### src/rtl/i2c_slave_regfile_if.sv
// Bus bundle for the I2C register-file target: pad side (scl/sda)
// and fabric side (host register port, commit notify, busy).
interface i2c_slave_regfile_if #(
    parameter int PTR_W = 4
);
    logic             scl_i;
    logic             sda_i;
    logic             sda_oe;
    logic             host_we;
    logic [PTR_W-1:0] host_addr;
    logic [7:0]       host_wdata;
    logic [7:0]       host_rdata;
    logic             i2c_wr_stb;
    logic [PTR_W-1:0] i2c_wr_addr;
    logic [7:0]       i2c_wr_data;
    logic             busy;

    modport master (
        output scl_i, sda_i, host_we, host_addr, host_wdata,
        input  sda_oe, host_rdata, i2c_wr_stb, i2c_wr_addr,
        input  i2c_wr_data, busy
    );

    modport slave (
        input  scl_i, sda_i, host_we, host_addr, host_wdata,
        output sda_oe, host_rdata, i2c_wr_stb, i2c_wr_addr,
        output i2c_wr_data, busy
    );
endinterface

### src/rtl/i2c_slave_regfile.sv
// I2C target with a byte-wide register file, register pointer and
// auto-increment, plus a local host port onto the same registers.
// Ports: clk; rstn (synchronous, active-low); bus (slave modport):
//   scl_i/sda_i async pad inputs, sda_oe open-drain low enable,
//   host_we/host_addr/host_wdata write, host_rdata comb read,
//   i2c_wr_stb/i2c_wr_addr/i2c_wr_data commit pulse, busy START..STOP.
module i2c_slave_regfile #(
    parameter logic [6:0] I2C_ADDRESS = 7'h53,
    parameter int         NUM_REGS    = 16,
    parameter int         PTR_W       = 4,
    parameter int         SYNC_STAGES = 2,
    parameter logic [7:0] RESET_VAL   = 8'h00
) (
    input logic                clk,
    input logic                rstn,
    i2c_slave_regfile_if.slave bus
);

    typedef enum logic [3:0] {
        S_IDLE, S_ADDR, S_ADDR_ACK, S_PTR, S_PTR_ACK,
        S_WDATA, S_WDATA_ACK, S_RDATA, S_RMACK, S_IGNORE
    } state_t;

    logic [SYNC_STAGES-1:0] r_scl_sync, r_sda_sync;
    logic                   r_scl_q, r_sda_q;
    logic [7:0]             r_regs [NUM_REGS];

    state_t           r_state, w_state_n;
    logic [3:0]       r_cnt, w_cnt_n;
    logic [7:0]       r_shift, w_shift_n;
    logic [7:0]       r_tx, w_tx_n;
    logic [PTR_W-1:0] r_ptr, w_ptr_n;
    logic             r_sda_oe, w_oe_n;
    logic             r_rw, w_rw_n;
    logic             r_mack, w_mack_n;
    logic             r_commit, w_commit_n;
    logic             r_busy, w_busy_n;
    logic             r_wr_stb;
    logic [PTR_W-1:0] r_wr_addr;
    logic [7:0]       r_wr_data;

    logic             w_scl, w_sda;
    logic             w_scl_rise, w_scl_fall, w_start, w_stop;
    logic [PTR_W-1:0] w_ptr_inc;
    logic [7:0]       w_rd_byte;
    logic [2:0]       w_bit_idx;
    logic             w_ptr_ok;

    assign w_scl      = r_scl_sync[SYNC_STAGES-1];
    assign w_sda      = r_sda_sync[SYNC_STAGES-1];
    assign w_scl_rise = w_scl & ~r_scl_q;
    assign w_scl_fall = ~w_scl & r_scl_q;
    // SDA edges only count as START/STOP while SCL is steadily high
    assign w_start    = w_scl & r_scl_q & r_sda_q & ~w_sda;
    assign w_stop     = w_scl & r_scl_q & ~r_sda_q & w_sda;

    assign w_ptr_inc = (r_ptr == PTR_W'(NUM_REGS - 1)) ?
                       '0 : r_ptr + PTR_W'(1);
    assign w_rd_byte = r_regs[r_ptr];
    assign w_bit_idx = 3'd7 - r_cnt[2:0];
    assign w_ptr_ok  = {1'b0, r_shift} < 9'(NUM_REGS);

    always_comb begin
        w_state_n  = r_state;
        w_cnt_n    = r_cnt;
        w_shift_n  = r_shift;
        w_tx_n     = r_tx;
        w_ptr_n    = r_ptr;
        w_oe_n     = r_sda_oe;
        w_rw_n     = r_rw;
        w_mack_n   = r_mack;
        w_commit_n = 1'b0;
        w_busy_n   = r_busy;
        if (r_commit)
            w_ptr_n = w_ptr_inc;
        unique case (r_state)
            S_ADDR, S_PTR, S_WDATA: begin
                if (w_scl_rise && r_cnt != 4'd8) begin
                    w_shift_n = {r_shift[6:0], w_sda};
                    w_cnt_n   = r_cnt + 4'd1;
                end else if (w_scl_fall && r_cnt == 4'd8) begin
                    w_cnt_n = '0;
                    if (r_state == S_ADDR) begin
                        if (r_shift[7:1] == I2C_ADDRESS) begin
                            w_state_n = S_ADDR_ACK;
                            w_oe_n    = 1'b1;
                            w_rw_n    = r_shift[0];
                        end else begin
                            w_state_n = S_IGNORE;
                        end
                    end else if (r_state == S_PTR) begin
                        if (w_ptr_ok) begin
                            w_ptr_n   = PTR_W'(r_shift);
                            w_oe_n    = 1'b1;
                            w_state_n = S_PTR_ACK;
                        end else begin
                            w_oe_n    = 1'b0;
                            w_state_n = S_IGNORE;
                        end
                    end else begin
                        w_oe_n     = 1'b1;
                        w_commit_n = 1'b1;
                        w_state_n  = S_WDATA_ACK;
                    end
                end
            end
            S_ADDR_ACK: begin
                if (w_scl_fall) begin
                    w_cnt_n = '0;
                    if (r_rw) begin
                        // byte is frozen here; later host writes miss it
                        w_tx_n    = w_rd_byte;
                        w_oe_n    = ~w_rd_byte[7];
                        w_state_n = S_RDATA;
                    end else begin
                        w_oe_n    = 1'b0;
                        w_state_n = S_PTR;
                    end
                end
            end
            S_PTR_ACK, S_WDATA_ACK: begin
                if (w_scl_fall) begin
                    w_cnt_n   = '0;
                    w_oe_n    = 1'b0;
                    w_state_n = S_WDATA;
                end
            end
            S_RDATA: begin
                if (w_scl_rise && r_cnt != 4'd8) begin
                    w_cnt_n = r_cnt + 4'd1;
                end else if (w_scl_fall && r_cnt == 4'd8) begin
                    w_cnt_n   = '0;
                    w_oe_n    = 1'b0;
                    w_ptr_n   = w_ptr_inc;
                    w_state_n = S_RMACK;
                end else if (w_scl_fall && r_cnt != 4'd0) begin
                    w_oe_n = ~r_tx[w_bit_idx];
                end
            end
            S_RMACK: begin
                if (w_scl_rise) begin
                    w_mack_n = w_sda;
                end else if (w_scl_fall) begin
                    w_cnt_n = '0;
                    if (!r_mack) begin
                        w_tx_n    = w_rd_byte;
                        w_oe_n    = ~w_rd_byte[7];
                        w_state_n = S_RDATA;
                    end else begin
                        w_oe_n    = 1'b0;
                        w_state_n = S_IGNORE;
                    end
                end
            end
            default: begin
                w_oe_n = 1'b0;
            end
        endcase
        if (w_start) begin
            w_state_n = S_ADDR;
            w_cnt_n   = '0;
            w_oe_n    = 1'b0;
            w_busy_n  = 1'b1;
        end else if (w_stop) begin
            w_state_n = S_IDLE;
            w_oe_n    = 1'b0;
            w_busy_n  = 1'b0;
        end
    end

    always_ff @(posedge clk) begin
        if (!rstn) begin
            r_scl_sync <= '1;
            r_sda_sync <= '1;
            r_scl_q    <= 1'b1;
            r_sda_q    <= 1'b1;
            r_state    <= S_IDLE;
            r_cnt      <= '0;
            r_shift    <= '0;
            r_tx       <= '0;
            r_ptr      <= '0;
            r_sda_oe   <= 1'b0;
            r_rw       <= 1'b0;
            r_mack     <= 1'b1;
            r_commit   <= 1'b0;
            r_busy     <= 1'b0;
            r_wr_stb   <= 1'b0;
            r_wr_addr  <= '0;
            r_wr_data  <= '0;
            for (int i = 0; i < NUM_REGS; i++)
                r_regs[i] <= RESET_VAL;
        end else begin
            r_scl_sync <= {r_scl_sync[SYNC_STAGES-2:0], bus.scl_i};
            r_sda_sync <= {r_sda_sync[SYNC_STAGES-2:0], bus.sda_i};
            r_scl_q    <= w_scl;
            r_sda_q    <= w_sda;
            r_state    <= w_state_n;
            r_cnt      <= w_cnt_n;
            r_shift    <= w_shift_n;
            r_tx       <= w_tx_n;
            r_ptr      <= w_ptr_n;
            r_sda_oe   <= w_oe_n;
            r_rw       <= w_rw_n;
            r_mack     <= w_mack_n;
            r_commit   <= w_commit_n;
            r_busy     <= w_busy_n;
            r_wr_stb   <= r_commit;
            if (r_commit) begin
                r_wr_addr <= r_ptr;
                r_wr_data <= r_shift;
            end
            if (bus.host_we)
                r_regs[bus.host_addr] <= bus.host_wdata;
            // later assignment wins a same-index collision
            if (r_commit)
                r_regs[r_ptr] <= r_shift;
        end
    end

    assign bus.sda_oe      = r_sda_oe;
    assign bus.host_rdata  = r_regs[bus.host_addr];
    assign bus.i2c_wr_stb  = r_wr_stb;
    assign bus.i2c_wr_addr = r_wr_addr;
    assign bus.i2c_wr_data = r_wr_data;
    assign bus.busy        = r_busy;

endmodule
### src/flat_wrapper.sv
// flat-port wrapper written by rule: the top's interface ports become plain ports
module i2c_slave_regfile_flat 
#(
    parameter logic [6:0] I2C_ADDRESS = 7'h53,
    parameter int         NUM_REGS    = 16,
    parameter int         PTR_W       = 4,
    parameter int         SYNC_STAGES = 2,
    parameter logic [7:0] RESET_VAL   = 8'h00
)
  (clk, rstn, bus_scl_i, bus_sda_i, bus_host_we, bus_host_addr, bus_host_wdata, bus_sda_oe, bus_host_rdata, bus_i2c_wr_stb, bus_i2c_wr_addr, bus_i2c_wr_data, bus_busy);
  i2c_slave_regfile_if #(.PTR_W(PTR_W)) bus_i ();
  input logic clk;
  input logic rstn;
  input wire logic [$bits(bus_i.scl_i)-1:0] bus_scl_i;
  input wire logic [$bits(bus_i.sda_i)-1:0] bus_sda_i;
  input wire logic [$bits(bus_i.host_we)-1:0] bus_host_we;
  input wire logic [$bits(bus_i.host_addr)-1:0] bus_host_addr;
  input wire logic [$bits(bus_i.host_wdata)-1:0] bus_host_wdata;
  output wire logic [$bits(bus_i.sda_oe)-1:0] bus_sda_oe;
  output wire logic [$bits(bus_i.host_rdata)-1:0] bus_host_rdata;
  output wire logic [$bits(bus_i.i2c_wr_stb)-1:0] bus_i2c_wr_stb;
  output wire logic [$bits(bus_i.i2c_wr_addr)-1:0] bus_i2c_wr_addr;
  output wire logic [$bits(bus_i.i2c_wr_data)-1:0] bus_i2c_wr_data;
  output wire logic [$bits(bus_i.busy)-1:0] bus_busy;
  assign bus_i.scl_i = bus_scl_i;
  assign bus_i.sda_i = bus_sda_i;
  assign bus_i.host_we = bus_host_we;
  assign bus_i.host_addr = bus_host_addr;
  assign bus_i.host_wdata = bus_host_wdata;
  assign bus_sda_oe = bus_i.sda_oe;
  assign bus_host_rdata = bus_i.host_rdata;
  assign bus_i2c_wr_stb = bus_i.i2c_wr_stb;
  assign bus_i2c_wr_addr = bus_i.i2c_wr_addr;
  assign bus_i2c_wr_data = bus_i.i2c_wr_data;
  assign bus_busy = bus_i.busy;
  i2c_slave_regfile #(.I2C_ADDRESS(I2C_ADDRESS), .NUM_REGS(NUM_REGS), .PTR_W(PTR_W), .SYNC_STAGES(SYNC_STAGES), .RESET_VAL(RESET_VAL)) u_core (.clk(clk), .rstn(rstn), .bus(bus_i));
endmodule
### config.mk
export PLATFORM = sky130hd
export DESIGN_NAME = i2c_slave_regfile_flat
export DESIGN_NICKNAME = d
export VERILOG_FILES = /design/src/rtl/i2c_slave_regfile_if.sv /design/src/rtl/i2c_slave_regfile.sv /design/src/flat_wrapper.sv
export SDC_FILE = /design/constraint.sdc
export NUM_CORES = 1
export LEC_CHECK = 0
export BUFFER_PORTS_ARGS = -buffer_cell sky130_fd_sc_hd__buf_2
export CAP_MARGIN = 10
export CELL_PAD_IN_SITES_DETAIL_PLACEMENT = 0
export CELL_PAD_IN_SITES_GLOBAL_PLACEMENT = 1
export CORE_ASPECT_RATIO = 0.8
export CORE_MARGIN = 4
export CORE_UTILIZATION = 30
export DETAILED_ROUTE_END_ITERATION = 8
export GPL_TIMING_DRIVEN = 0
export MAX_ROUTING_LAYER = met4
export PLACE_DENSITY_LB_ADDON = 0.1
export SLEW_MARGIN = 20
export SYNTH_ARGS = -nofsm -noshare
export SYNTH_HDL_FRONTEND = slang
export SYNTH_SLANG_ARGS = --single-unit
export TNS_END_PERCENT = 1
### constraint.sdc
create_clock -name clk -period 2.4 [get_ports clk]
set_clock_uncertainty 0.05 [all_clocks]
set_input_delay 0.24 -clock clk [delete_from_list [all_inputs] [get_ports clk]]
set_output_delay 0.24 -clock clk [all_outputs]
set_load 0.005 [all_outputs]
==> results.sh, run 1 <==
export IMPL_clock_latency_ns=0.44
export IMPL_swShare=0.254
export IMPL_drc=0
export IMPL_ant_nets=0
export IMPL_path_max_fanout=2
export IMPL_min_path_type="in -> reg"
export IMPL_grt_max_degree=18
export IMPL_first_iter_violations=796
export IMPL_drtPass1Iterations=5
export IMPL_synth_xor_area_frac=0.00523
export IMPL_wl_per_cell_um=29.4
export IMPL_port_buffers=29
export IMPL_clk_pin_slew_worst_paths_ns=0.07
export IMPL_path_cells="mux4_2 > mux4_2 > buf_2"
export IMPL_min_period_ns=2.39
export IMPL_max_stage_delay_ns=0.56
export IMPL_nNetsFinal=849
export IMPL_worstRegToRegCells=6
export IMPL_critPathKind="reg -> out"
export IMPL_synth_distinct_cells=64
export IMPL_diodes=0
export IMPL_synth_mux_area_frac=0.209
export IMPL_synth_top_family_by_area="multiplexers"
export IMPL_wl_um=37300
export IMPL_die_width_um=213
export IMPL_grt_ovfl_total=0
export IMPL_maxSlewViolCount=0
export IMPL_dp_hpwl_um=27700
export IMPL_netlist_area_mm2=0.0101
export IMPL_p_sw_uw=1800
export IMPL_synth_net_count=787
export IMPL_ys_dominant_reg_cell="edfxtp_1"
export IMPL_initial_core_util=0.307
export IMPL_grt_pass1_vias=7320
export IMPL_pin_count=40
export IMPL_grt_pass1_wl_um=53600
export IMPL_tritoncts_num_buffers=17
export IMPL_total_power_uw=7080
export IMPL_finalSetupViolCount=0
export IMPL_rsz0062_at_grt="true"
export IMPL_final_core_util=0.355
export IMPL_avgSynthCellArea_um2=13.2
export IMPL_crit_top_cell="mux4_2"
export IMPL_p_per_area_mw_per_mm2=609
export IMPL_die_height_um=172
export IMPL_drv_cap=0
export IMPL_finalHoldViolCount=0
export IMPL_leakagePower_uw=0.00391
export IMPL_status="complete, no violations"
export IMPL_timing_hold_ws_ns=0.310
export IMPL_areaGrowthSynthToFinish_pct=15.6
export IMPL_root_buffer="clkbuf_16"
export IMPL_synth_compound_area_share=0.156
export IMPL_syn_inst=764
export IMPL_min_period_over_period=0.997
export IMPL_avgViaCountPerCell=5.94
export IMPL_p_clk_frac=0.399
export IMPL_drive_above_1_share=0.261
export IMPL_dieArea_mm2=0.0365
export IMPL_crit_slowest_cell="mux4_2"
export IMPL_ys_warn_count=0
export IMPL_antenna_found_initial=0
export IMPL_relSlewSlack=0.301
export IMPL_required_ns=2.11
export IMPL_core_area_mm2=0.0328
export IMPL_p_seq_frac=0.502
export IMPL_synthSimpleGateAreaFrac=0.0982
export IMPL_num_vias=7525
export IMPL_combPwrFrac=0.099
export IMPL_intPower_uw=5280
export IMPL_ctsLongestPathBuffers=2
export IMPL_fin_ws_ns=0.00648
export IMPL_synth_edf_count=128
export IMPL_vdd_ir_drop_max_mv=0.426
export IMPL_synth_seq_cells=180
export IMPL_place_congestion=0.937
export IMPL_worstMarginPinSlew_ns=1.05
export IMPL_fmax_mhz=418
export IMPL_clock_sink_count=180
export IMPL_critPathArrivalTime_ns=2.10
export IMPL_place_ws_ns=-1.11
export IMPL_track_usage=0.214
export IMPL_holdPathStages=3
export IMPL_seq_area_frac_synth=0.486
export IMPL_crit_path_start_kind="register"
export IMPL_synth_fa_ha_area_frac=0.00747
export IMPL_end_kind="primary output"
export IMPL_synthArstFlopShare=0
export IMPL_cts_tree="built"
export IMPL_cts_htree_levels=4
export IMPL_fp_row_count=59
layer usage:
| layer | wire length [µm] | vias to the layer above | global-route usage | share of wire |
|---|---|---|---|---|
| li1 | - | 3209 | - | - |
| met1 | 16900 | 3928 | 0.308 | 0.45 |
| met2 | 16800 | 357 | 0.318 | 0.45 |
| met3 | 2900 | 31 | 0.0368 | 0.078 |
| met4 | 597 | 0 | 0.0465 | 0.016 |
| met5 | 0 | - | - | 0 |
logic make-up after synthesis:
logic type / Yosys count
AO/OA/AOI/OAI: 192
XOR/XNOR: 6
adder cells (fa/ha/maj): 6
buffers and inverters: 86
flip-flops: 180
multiplexers: 108
AND/OR/NAND/NOR: 186
layout by cell type, fill, tap and decap left out, types with 5 or more instances in the layout:
cell	count
ha_1	5
clkbuf_16	19
nor2_2	11
edfxtp_1	128
a21oi_1	9
o211ai_1	5
clkbuf_1	38
mux4_2	81
nor2_1	41
mux2i_1	25
buf_2	38
buf_4	18
o21ai_1	8
nor2_4	12
o21ai_0	11
a22o_1	129
dfxtp_1	51
nand3_1	9
nand2_1	40
inv_1	11
nand3b_1	15
buf_1	13
nand2b_1	13
final cells by class:
| type | instances | area (µm²) |
|---|---|---|
| inverter | 12 | 48.8 |
| buffer | 74 | 378 |
| tap | 427 | 534 |
| sequential | 180 | 4890 |
| clock buffer | 22 | 507 |
| fill | 3214 | 21200 |
| timing repair buffer | 43 | 255 |
| multi-input combinational | 498 | 4930 |
| clock inverter | 10 | 82.6 |
cells in the mapped netlist (all sizes together), types with 3 or more instances:
library cell / count / share of area
nand4: 3 / 0.0019
xnor2: 4 / 0.0035
clkbuf: 42 / 0.016
nand2: 45 / 0.017
and4: 3 / 0.0026
nor2b: 4 / 0.0025
nand3b: 15 / 0.011
a31oi: 4 / 0.0025
inv: 12 / 0.0045
mux2i: 25 / 0.025
nor2: 64 / 0.027
a21oi: 10 / 0.0054
edfxtp: 128 / 0.38
o21ai: 19 / 0.0095
nor3: 10 / 0.0087
mux4: 81 / 0.18
ha: 6 / 0.0075
a22o: 129 / 0.11
nand2b: 13 / 0.0081
nand3: 9 / 0.0045
o211ai: 5 / 0.0037
or3: 3 / 0.0019
buf: 32 / 0.018
o311ai: 3 / 0.0026
and3: 4 / 0.0025
dfxtp: 52 / 0.10
nor3b: 4 / 0.0030
metrics by stage:
step           area, µm²  TNS [ns]  instances
4_1_cts            11500    -0.275       1265
3_3_place_gp       10700   -129.61       1220
5_1_grt            11600     -1.34       1266
2_1_floorplan      10100         0        764
3_5_place_dp       10700   -132.82       1220
6_report           11600         0       1266
worst max-delay path: cells and delay by family, from the launching register on:
kind | cells | cell delay (ns)
multiplexers | 2 | 1.10
flip-flops | 1 | 0.41
buffers and inverters | 1 | 0.15
registers in the layout, summed over array words and instances, names as in the netlist, 4 cells and up:
signal / cells
u_core.r_state: 4
u_core.r_ptr: 4
u_core.r_regs: 128
u_core.r_shift: 8
u_core.r_tx: 8
u_core.bus.i2c_wr_data: 8
u_core.r_cnt: 4
u_core.bus.i2c_wr_addr: 4
final timing paths:
check	from	to	slack, ns
setup reg to reg	u_core.r_ptr[1]	u_core.r_tx[3]	0.04
setup / recovery	u_core.r_regs[12][5]	bus_host_rdata[5]	0.006
hold / removal	rstn	u_core.bus.busy	0.31
hold reg to reg	u_core.r_scl_sync[0]	u_core.r_scl_sync[1]	0.37
power by group through the flow:
stage / logic [µW] / registers (µW) / clock network, µW
floorplan: 415 / 3570 / 0
finish: 699 / 3550 / 2830
global route: 729 / 3570 / 2990
CTS: 687 / 3550 / 2870
detailed placement: 665 / 3620 / 0
global placement: 663 / 3620 / 0
repair_timing:
item,in CTS,in global routing
setup endpoints to repair,229,188
resized for setup,41,20
hold endpoints to repair,2,0
hold buffers,2,0
pin swaps,1,0
buffers inserted,11,0
(Power assumes the default switching activity.)
==> run 2: changes to the inputs <==
--- a/config.mk
+++ b/config.mk
@@ -5,6 +5,7 @@
 export SDC_FILE = /design/constraint.sdc
 export NUM_CORES = 1
 export LEC_CHECK = 0
+export ABC_AREA = 1
 export BUFFER_PORTS_ARGS = -buffer_cell sky130_fd_sc_hd__buf_2
 export CAP_MARGIN = 10
 export CELL_PAD_IN_SITES_DETAIL_PLACEMENT = 0
==> results.sh, run 2 <==
export IMPL_grt_pass1_vias=9148
export IMPL_min_path_type="in -> reg"
export IMPL_synth_mux_area_frac=0
export IMPL_synthArstFlopShare=0
export IMPL_finalSetupViolCount=0
export IMPL_largest_reg_flops=128
export IMPL_grt_pass1_wl_um=67700
export IMPL_grt_ovfl_total=0
export IMPL_finalHoldViolCount=0
export IMPL_synth_compound_area_share=0.226
export IMPL_die_width_um=210
export IMPL_clock_sink_count=180
export IMPL_synth_area_leaders="edfxtp_1, dfxtp_1, o22ai_1"
export IMPL_synth_edf_count=128
export IMPL_min_period_ns=2.40
export IMPL_placed_cell_area_mm2=0.0105
export IMPL_first_iter_violations=1402
export IMPL_required_ns=2.11
export IMPL_clk_pin_slew_worst_paths_ns=0.08
export IMPL_core_area_mm2=0.0319
export IMPL_port_buffers=37
export IMPL_yosysMostFrequentCell="nand2_1"
export IMPL_synth_fa_ha_area_frac=0.00764
export IMPL_end_kind="primary output"
export IMPL_drv_cap=0
export IMPL_leakagePower_uw=0.00425
export IMPL_synthSimpleGateAreaFrac=0.201
export IMPL_synth_top_family_by_area="compound AO/OA/AOI/OAI gates"
export IMPL_pin_count=40
export IMPL_critPathKind="in -> out"
export IMPL_track_usage=0.273
export IMPL_nNetsFinal=1257
export IMPL_drtPass1Iterations=6
export IMPL_p_per_area_mw_per_mm2=671
export IMPL_dieArea_mm2=0.0357
export IMPL_wl_per_cell_um=28.8
export IMPL_yosys_area_top_type_share=0.391
export IMPL_place_congestion=0.962
export IMPL_synth_top_area_cell="edfxtp_1"
export IMPL_min_period_over_period=0.999
export IMPL_final_area_mm2=0.0116
export IMPL_netlist_area_mm2=0.00982
export IMPL_root_buffer="clkbuf_16"
export IMPL_synth_xor_area_frac=0.00178
export IMPL_critPathArrivalTime_ns=2.11
export IMPL_wl_um=48000
export IMPL_layout_common_cells="o22ai_1, nand2_1, edfxtp_1"
export IMPL_avgSynthCellArea_um2=8.56
export IMPL_worstRegToRegCells=8
export IMPL_ant_nets=0
export IMPL_relSlewSlack=0.216
export IMPL_ys_warn_count=0
export IMPL_final_common_cell="o22ai_1"
export IMPL_die_height_um=170
export IMPL_finalSetupTns_ns=0
export IMPL_clock_latency_ns=0.45
export IMPL_dp_hpwl_um=34400
export IMPL_tritoncts_num_buffers=17
export IMPL_synth_distinct_cells=36
export IMPL_rsz0062_at_grt="true"
export IMPL_seq_area_frac_synth=0.497
export IMPL_path_max_fanout=10
export IMPL_status="complete, no violations"
export IMPL_drive_above_1_share=0.150
export IMPL_total_power_uw=7770
export IMPL_largest_register="u_core.r_regs"
export IMPL_syn_inst=1148
export IMPL_avgViaCountPerCell=5.98
export IMPL_vdd_ir_drop_max_mv=0.461
export IMPL_fmax_mhz=417
export IMPL_ys_dominant_reg_cell="edfxtp_1"
export IMPL_antenna_found_initial=0
export IMPL_synth_seq_cells=180
export IMPL_cts_htree_levels=4
export IMPL_fp_row_count=58
export IMPL_holdPathStages=5
export IMPL_synth_net_count=1171
export IMPL_ctsLongestPathBuffers=2
export IMPL_synth_cells_most_frequent="nand2_1, o22ai_1, edfxtp_1, nand3_1, nor2_1"
export IMPL_diodes=0
export IMPL_cts_tree="built"
export IMPL_worstMarginPinSlew_ns=1.18
export IMPL_drc=0
export IMPL_areaGrowthSynthToFinish_pct=17.7
export IMPL_initial_core_util=0.308
export IMPL_grt_max_degree=17
export IMPL_maxSlewViolCount=0
export IMPL_num_vias=9961
export IMPL_crit_path_start_kind="input pin"
==> run 2: cell count changes after synthesis, sizes merged, moves of 14 or more <==
cell    change
o22ai     +156
a22o      -129
nand2     +124
nand3     +113
mux4       -81
o21ai      +81
inv        +62
nor2       +47
a21oi      +40
a22oi      +32
mux2i      -25
nand3b     -14
nand4      +14
==> run 2: layout make-up <==
type | instances | area, µm²
fill | 3365 | 20300
sequential | 180 | 4890
multi-input combinational | 809 | 4380
tap | 420 | 526
timing repair buffer | 67 | 490
clock buffer | 18 | 429
buffer | 77 | 360
inverter | 82 | 312
clock inverter | 14 | 178
==> run 2: per-layer routing <==
| metal | vias up | global-route usage | routed length, µm |
|---|---|---|---|
| li1 | 4393 | - | - |
| met4 | 0 | 0.0627 | 983 |
| met3 | 60 | 0.0523 | 4900 |
| met2 | 574 | 0.369 | 19400 |
| met5 | - | - | 0 |
| met1 | 4934 | 0.418 | 22700 |
==> run 2: worst max-delay path, cell delays in order <==
cell and delay [ns]:
buf_2 0.15, nor2_2 0.45, buf_2 0.43, a22oi_1 0.21
nand3_1 0.13, nand2_1 0.13, nand4_1 0.21, buf_2 0.15
==> run 2: final timing paths <==
check                                          start              endpoint  slack (ns)
worst max-delay path                bus_host_addr[1]     bus_host_rdata[0]       0.002
worst min-delay path                            rstn     u_core.bus.sda_oe        0.19
worst max register to register       u_core.r_ptr[1]        u_core.r_tx[6]        0.05
worst min register to register  u_core.r_sda_sync[0]  u_core.r_sda_sync[1]        0.36
==> run 2: kinds of logic after synthesis <==
family,Yosys count
AND/OR/NAND/NOR,430
adder cells (fa/ha/maj),6
buffers and inverters,159
flip-flops,180
XOR/XNOR,2
AO/OA/AOI/OAI,371
==> run 2: power breakdown <==
| part | total, µW | internal [µW] | switching [µW] | leakage [µW] |
|---|---|---|---|---|
| Clock | 2990 | 1660 | 1340 | 0.000296 |
| Sequential | 3650 | 3490 | 153 | 0.00164 |
| Combinational | 1130 | 322 | 803 | 0.00231 |
| Total | 7770 | 5470 | 2290 | 0.00425 |
==> run 2: what timing repair did <==
item / 4_1_cts / 5_1_grt
setup buffers: 28 / 0
hold buffers: 2 / 0
resized for setup: 23 / 15
gates cloned: 0 / 0
setup endpoints to repair: 256 / 78
endpoints found under the hold margin: 2 / 0
pin swaps: 12 / 0
==> run 2: through the flow <==
step	util	std cells	hold slack, ns	setup slack (ns)
after global routing	0.363	1667	0.212	-0.00261
after floorplan	-	1148	0.297	0.239
final	0.363	1667	0.189	0.00165
after CTS	0.362	1667	0.181	0.0390
after global placement	0.331	1605	0.346	-1.13
after detailed placement	0.331	1605	0.348	-1.10
